<file path="src/rtl/sid_pkg.sv">
// Shared types and constants for the SID host register-write path.
// Latency: n/a (declarations only).
// Backpressure: n/a.
package sid_pkg;

    // One queued host write: target voice, register address, write data.
    typedef struct packed {
        logic [1:0] voice;
        logic [2:0] addr;
        logic [7:0] data;
    } sid_wr_req_t;

    localparam logic [2:0] SID_ADDR_CTRL  = 3'd6;
    localparam logic [1:0] SID_VOICE_FILT = 2'd3;
    localparam int         SID_STROBE_BIT = 7;

    // Field positions inside the raw ui_in bus.
    localparam int SID_VOICE_MSB = 4;
    localparam int SID_VOICE_LSB = 3;
    localparam int SID_ADDR_MSB  = 2;
    localparam int SID_ADDR_LSB  = 0;

    // The filter block only decodes addresses 0..3; 4..7 there are holes.
    function automatic logic sid_req_unmapped(input sid_wr_req_t r);
        return (r.voice == SID_VOICE_FILT) && r.addr[2];
    endfunction

endpackage

</file>
<file path="src/rtl/sid_wr_fifo.sv">
// Synchronous FIFO of sid_wr_req_t entries, DEPTH a power of 2 (>= 2).
// Latency: a push is visible at dout/level on the following cycle.
// Backpressure: push ignored when full unless a pop happens in the same cycle; pop ignored when empty.
//
// Ports: clk, rst (async, active-high), push/din, pop/dout, full, empty, level.
module sid_wr_fifo
    import sid_pkg::*;
#(
    parameter int DEPTH = 4,
    localparam int AW   = $clog2(DEPTH)
) (
    input  logic        clk,
    input  logic        rst,
    input  logic        push,
    input  sid_wr_req_t din,
    input  logic        pop,
    output sid_wr_req_t dout,
    output logic        full,
    output logic        empty,
    output logic [AW:0] level
);

    localparam logic [AW:0] PTR_ONE = 1;

    // Pointers carry one extra wrap bit so full and empty are distinguishable.
    logic [AW:0] wr_q, rd_q;
    sid_wr_req_t mem_q [DEPTH];
    logic        push_ok, pop_ok;

    assign pop_ok  = pop & ~empty;
    // A full FIFO can still accept a push when the head leaves on the same edge.
    assign push_ok = push & (~full | pop_ok);

    always_ff @(posedge clk or posedge rst) begin
        if (rst) begin
            wr_q <= '0;
            rd_q <= '0;
        end else begin
            if (push_ok) wr_q <= wr_q + PTR_ONE;
            if (pop_ok)  rd_q <= rd_q + PTR_ONE;
        end
    end

    always_ff @(posedge clk) begin
        if (push_ok) mem_q[wr_q[AW-1:0]] <= din;
    end

    assign empty = (wr_q == rd_q);
    assign full  = (wr_q[AW] != rd_q[AW]) && (wr_q[AW-1:0] == rd_q[AW-1:0]);
    assign level = wr_q - rd_q;
    assign dout  = mem_q[rd_q[AW-1:0]];

endmodule

</file>
<file path="src/rtl/sid_wr_ctrl.sv">
// Host write controller: synchronise pin strobe, capture/filter writes, queue them, commit when the datapath is idle.
// Latency: 3 clock edges from first edge sampling the strobe high to the edge registering reg_we.
// Backpressure: slot_busy stalls commits; up to DEPTH writes buffered, further writes dropped with sticky overflow.
//
// Ports: clk, rst (async, active-high); bus_in/data_in raw pins; slot_busy stall;
//        reg_we/reg_voice/reg_addr/reg_data commit port; fifo_level; overflow; gate_on/gate_off pulses.
// Optional feature macro SID_GATE_EVT_EN: per-voice gate edge pulses; when undefined gate_on/gate_off are 0.
module sid_wr_ctrl
    import sid_pkg::*;
#(
    parameter int DEPTH = 4
) (
    input  logic                     clk,
    input  logic                     rst,
    input  logic [7:0]               bus_in,
    input  logic [7:0]               data_in,
    input  logic                     slot_busy,
    output logic                     reg_we,
    output logic [1:0]               reg_voice,
    output logic [2:0]               reg_addr,
    output logic [7:0]               reg_data,
    output logic [$clog2(DEPTH):0]   fifo_level,
    output logic                     overflow,
    output logic [2:0]               gate_on,
    output logic [2:0]               gate_off
);

    // ---------------- strobe synchroniser and edge detect ----------------
    logic s1_q, s2_q, s3_q;
    logic rise;

    always_ff @(posedge clk or posedge rst) begin
        if (rst) begin
            s1_q <= 1'b0;
            s2_q <= 1'b0;
            s3_q <= 1'b0;
        end else begin
            s1_q <= bus_in[SID_STROBE_BIT];
            s2_q <= s1_q;
            s3_q <= s2_q;
        end
    end

    assign rise = s2_q & ~s3_q;

    // ---------------- capture and filter ----------------
    // Fields are sampled straight off the pins: the host keeps them stable
    // well past the synchroniser delay, so no extra capture stage is needed.
    sid_wr_req_t req;
    logic        req_vld;

    assign req.voice = bus_in[SID_VOICE_MSB:SID_VOICE_LSB];
    assign req.addr  = bus_in[SID_ADDR_MSB:SID_ADDR_LSB];
    assign req.data  = data_in;
    assign req_vld   = rise & ~sid_req_unmapped(req);

    // bus_in[6:5] carry nothing for this block.
    logic unused_bus;
    assign unused_bus = ^bus_in[6:5];

    // ---------------- FIFO ----------------
    sid_wr_req_t head;
    logic        fifo_full, fifo_empty, pop;

    assign pop = ~fifo_empty & ~slot_busy;

    sid_wr_fifo #(.DEPTH(DEPTH)) u_fifo (
        .clk   (clk),
        .rst   (rst),
        .push  (req_vld),
        .din   (req),
        .pop   (pop),
        .dout  (head),
        .full  (fifo_full),
        .empty (fifo_empty),
        .level (fifo_level)
    );

    // ---------------- overflow and commit port ----------------
    logic       overflow_q, overflow_d;
    logic       reg_we_q;
    logic [1:0] reg_voice_q;
    logic [2:0] reg_addr_q;
    logic [7:0] reg_data_q;

    assign overflow_d = overflow_q | (req_vld & fifo_full & ~pop);

    always_ff @(posedge clk or posedge rst) begin
        if (rst) begin
            overflow_q  <= 1'b0;
            reg_we_q    <= 1'b0;
            reg_voice_q <= '0;
            reg_addr_q  <= '0;
            reg_data_q  <= '0;
        end else begin
            overflow_q <= overflow_d;
            reg_we_q   <= pop;
            if (pop) begin
                reg_voice_q <= head.voice;
                reg_addr_q  <= head.addr;
                reg_data_q  <= head.data;
            end
        end
    end

    assign overflow  = overflow_q;
    assign reg_we    = reg_we_q;
    assign reg_voice = reg_voice_q;
    assign reg_addr  = reg_addr_q;
    assign reg_data  = reg_data_q;

    // ---------------- gate edge events ----------------
`ifdef SID_GATE_EVT_EN
    logic [2:0] shadow_q, shadow_d;
    logic [2:0] gate_on_q, gate_on_d;
    logic [2:0] gate_off_q, gate_off_d;
    logic [2:0] vsel;
    logic       gate_hit;
    logic       gbit;

    // Gate bit is data[0] of a voice control register; the filter voice has none.
    assign gate_hit = pop && (head.voice != SID_VOICE_FILT) && (head.addr == SID_ADDR_CTRL);
    assign vsel     = 3'b001 << head.voice;
    assign gbit     = head.data[0];

    always_comb begin
        shadow_d   = shadow_q;
        gate_on_d  = 3'b000;
        gate_off_d = 3'b000;
        if (gate_hit) begin
            gate_on_d  = vsel & {3{gbit}}  & ~shadow_q;
            gate_off_d = vsel & {3{~gbit}} & shadow_q;
            shadow_d   = (shadow_q & ~vsel) | (vsel & {3{gbit}});
        end
    end

    always_ff @(posedge clk or posedge rst) begin
        if (rst) begin
            shadow_q   <= 3'b000;
            gate_on_q  <= 3'b000;
            gate_off_q <= 3'b000;
        end else begin
            shadow_q   <= shadow_d;
            gate_on_q  <= gate_on_d;
            gate_off_q <= gate_off_d;
        end
    end

    assign gate_on  = gate_on_q;
    assign gate_off = gate_off_q;
`else
    assign gate_on  = 3'b000;
    assign gate_off = 3'b000;
`endif

endmodule

</file>
<file path="config.mk">
export PLATFORM = sky130hd
export DESIGN_NAME = sid_wr_ctrl
export DESIGN_NICKNAME = d
export VERILOG_FILES = /design/src/rtl/sid_pkg.sv /design/src/rtl/sid_wr_fifo.sv /design/src/rtl/sid_wr_ctrl.sv
export SDC_FILE = /design/constraint.sdc
export NUM_CORES = 1
export LEC_CHECK = 0
export CAP_MARGIN = 40
export CELL_PAD_IN_SITES_DETAIL_PLACEMENT = 1
export CELL_PAD_IN_SITES_GLOBAL_PLACEMENT = 1
export CORE_MARGIN = 1
export CORE_UTILIZATION = 31
export DETAILED_ROUTE_END_ITERATION = 6
export PLACE_DENSITY_LB_ADDON = 0.15
export SLEW_MARGIN = 20
export SYNTH_ARGS = -nofsm -noshare
export SYNTH_HDL_FRONTEND = slang
export SYNTH_HIERARCHICAL = 1
export SYNTH_SLANG_ARGS = --single-unit
</file>
<file path="constraint.sdc">
create_clock -name clk -period 2.7 [get_ports clk]
set_input_delay 0.405 -clock clk [delete_from_list [all_inputs] [get_ports clk]]
set_output_delay 0.405 -clock clk [all_outputs]
set_load 0.005 [all_outputs]
</file>
==> flow_summary.json <==
{
  "status": "complete, no violations",
  "grt_pass1_wl_um": 8900,
  "place_congestion": 0.624,
  "final_cell_mix": "edfxtp_1 (52), clkdlybuf4s50_1 (34), dfrtp_1 (24), mux4_2 (13)",
  "vias": 1503,
  "synth_cell_types": 28,
  "start_util_pct": 32.7,
  "grt_pass1_vias": 1693,
  "synth_cells": 161,
  "clkSlewWorstSetupHoldPaths_ns": 0.08,
  "cts_buffers": 9,
  "cts-root-buf": "clkbuf_8",
  "grt_antenna_before_repair": 0,
  "post-route-period-util_pct": 94.7,
  "die-width_um": 102,
  "syn-cell-area_mm2": 0.00307,
  "crit_arrival_ns": 2.15,
  "layout-drive-gt1-share_pct": 26.2,
  "post-place-ws_ns": 0.249,
  "period_needed_ns": 2.56,
  "first_iter_violations": 9,
  "num_rows": 35,
  "critPathSlowestCell": "clkdlybuf4s50_1",
  "crit_fanout": 4,
  "drc_errors": 0,
  "cts_buffer_depth": 2,
  "die_h_um": 102,
  "insertion_delay_ns": 0.35,
  "cp-start-kind": "flop",
  "ant_nets": 0,
  "path_buf_inv": 3,
  "crit_chain": "inv_2 > ha_1 > inv_1 > fa_1 > xnor2_1 > clkdlybuf4s50_1",
  "core_area_mm2": 0.00942,
  "critical_path.top_delay_family": "buffers and inverters",
  "hold_viol_final": 0,
  "track_usage_pct": 12.3,
  "fmax_mhz": 391,
  "cts_tree": "built",
  "power.total_mw": 4.01,
  "final_nets": 232,
  "max_stage_delay_ns": 0.52,
  "clkSinkCount": 76,
  "overflow": 0,
  "tns_ns": 0,
  "place_inst": 322,
  "rsz0062_at_grt": "no",
  "antenna_cells": 0,
  "vias_per_cell": 4.43,
  "min-delay-path-class": "in2async",
  "synthToLayoutAreaGrowth_pct": 22.4,
  "final_core_util_pct": 40.0,
  "vdd_drop_max_uv": 262,
  "layout_commonest_cell": "edfxtp_1",
  "setup_viol": 0,
  "drt-total-wl_um": 5710,
  "critical_path_class": "reg2out",
  "io-pin-count": 43,
  "finalMaxSlewViolations": 0,
  "drt_pass1_iterations": 4,
  "maxCapViolCount": 0,
  "leakagePower_nw": 1.38,
  "stdcell_count": 339,
  "dp_hpwl_um": 3680,
  "clock_skew_ns": 0.00741,
  "syn-mean-instance-area_um2": 19.1,
  "end_kind": "output port",
  "post_cts_buffers": 0,
  "grt_max_degree": 19,
  "ys_seq_area_share_pct": 70.3,
  "htree_levels": 3,
  "synth_seq_cells": 76,
  "port_buffers": 34,
  "yosysWarnings": 6,
  "worstPathRequired_ns": 2.30,
  "dieArea_mm2": 0.0103,
  "fin_ws_ns": 0.144,
  "powerDensity_mw_per_mm2": 1060,
  "wl_per_cell_um": 16.8
}
## routing by layer
metal / track usage, % / share of wire, % / up-vias
li1: - / - / 679
met5: 0 / 0 / -
met2: 21.8 / 54 / 43
met1: 13.5 / 40 / 779
met4: 3.68 / 0.46 / 0
met3: 5.11 / 5.6 / 2
## worst reg2reg max path, delay by kind of cell, from the launching register on
kind / cells / cell delay (ns)
AOI/OAI and AO/OA: 1 / 0.29
adders and majority gates: 1 / 0.35
DFF: 1 / 0.48
and+or+nand+nor: 4 / 0.89
## synthesized netlist by cell type, drive strengths merged
library cell | number | area (µm²)
and2 | 4 | 26.3
and3 | 2 | 13.8
buf | 9 | 77.6
clkbuf | 1 | 3.75
conb | 1 | 3.75
dfrtp | 24 | 601
edfxtp | 52 | 1560
fa | 1 | 20.0
ha | 7 | 87.6
inv | 8 | 30.0
mux2 | 15 | 206
mux4 | 13 | 293
nand2 | 4 | 15.0
nand2b | 1 | 6.26
nor2 | 6 | 30.0
o21ai | 3 | 15.0
o311ai | 1 | 8.76
o31a | 1 | 8.76
o31ai | 2 | 15.0
or4 | 1 | 7.51
xnor2 | 4 | 35.0
xor2 | 1 | 8.76
## final timing paths
path,to,slack (ns),depth (start not counted),start
worst max-delay path,fifo_level[2],0.14,6,u_fifo/wr_q[0]$_DFFE_PP0P_
worst min-delay path,overflow$_DFF_PP0_,0.27,2,rst
worst max register to register,u_fifo/mem_q[2][4]$_DFFE_PP_,0.35,6,u_fifo/wr_q[1]$_DFFE_PP0P_
worst min register to register,s2_q$_DFF_PP0_,0.37,0,s1_q$_DFF_PP0_
max in group asynchronous,reg_data[4]$_DFFE_PP0N_,2.07,3,rst
min in group clk,s2_q$_DFF_PP0_,0.37,0,s1_q$_DFF_PP0_
## kinds of logic after synthesis
logic type / Yosys count / share of synthesized area, %
adder cells (fa/ha/maj): 8 / 3.50
XOR/XNOR: 5 / 1.42
AND/OR/NAND/NOR: 18 / 3.22
buffers and inverters: 18 / 3.62
other: 1 / 0.122
AO/OA/AOI/OAI: 7 / 1.55
multiplexers: 28 / 16.2
flip-flops: 76 / 70.3
## report_power, final
part,leakage (nW),internal [mW],switching [mW]
Clock,0.0995,0.460,0.421
Sequential,0.751,1.49,0.134
Combinational,0.530,0.876,0.620
## repair_timing
| action | CTS | global route |
|---|---|---|
| gates resized for setup | 0 | 1 |
| hold buffers | 0 | 0 |
| setup endpoints to repair | 0 | 1 |
## final cells by class
class                           instances  area [µm²]
Clock buffer                           10         138
Clock inverter                          6        71.3
Fill cell                             936        5650
Inverter                                8        30.0
Multi-Input combinational cell         72         823
Sequential cell                        76        2160
Tap cell                              129         161
Timing Repair Buffer                   38         378
## sequential cells by signal, indices dropped and copies added, names as in the netlist
name,cells
overflow,1
reg_data,8
u_fifo/rd_q,3
u_fifo/wr_q,3
u_fifo/mem_q,52
s2_q,1
reg_voice,2
s3_q,1
reg_addr,3
reg_we,1
s1_q,1
## per-stage QoR
step           area, µm²  hold WS [ns]
2_1_floorplan       3100         0.196
3_3_place_gp        3540         0.347
3_5_place_dp        3540         0.347
4_1_cts             3750         0.303
5_1_grt             3760         0.284
6_report            3760         0.268
No activity file was read; power rests on OpenSTA's default activity.
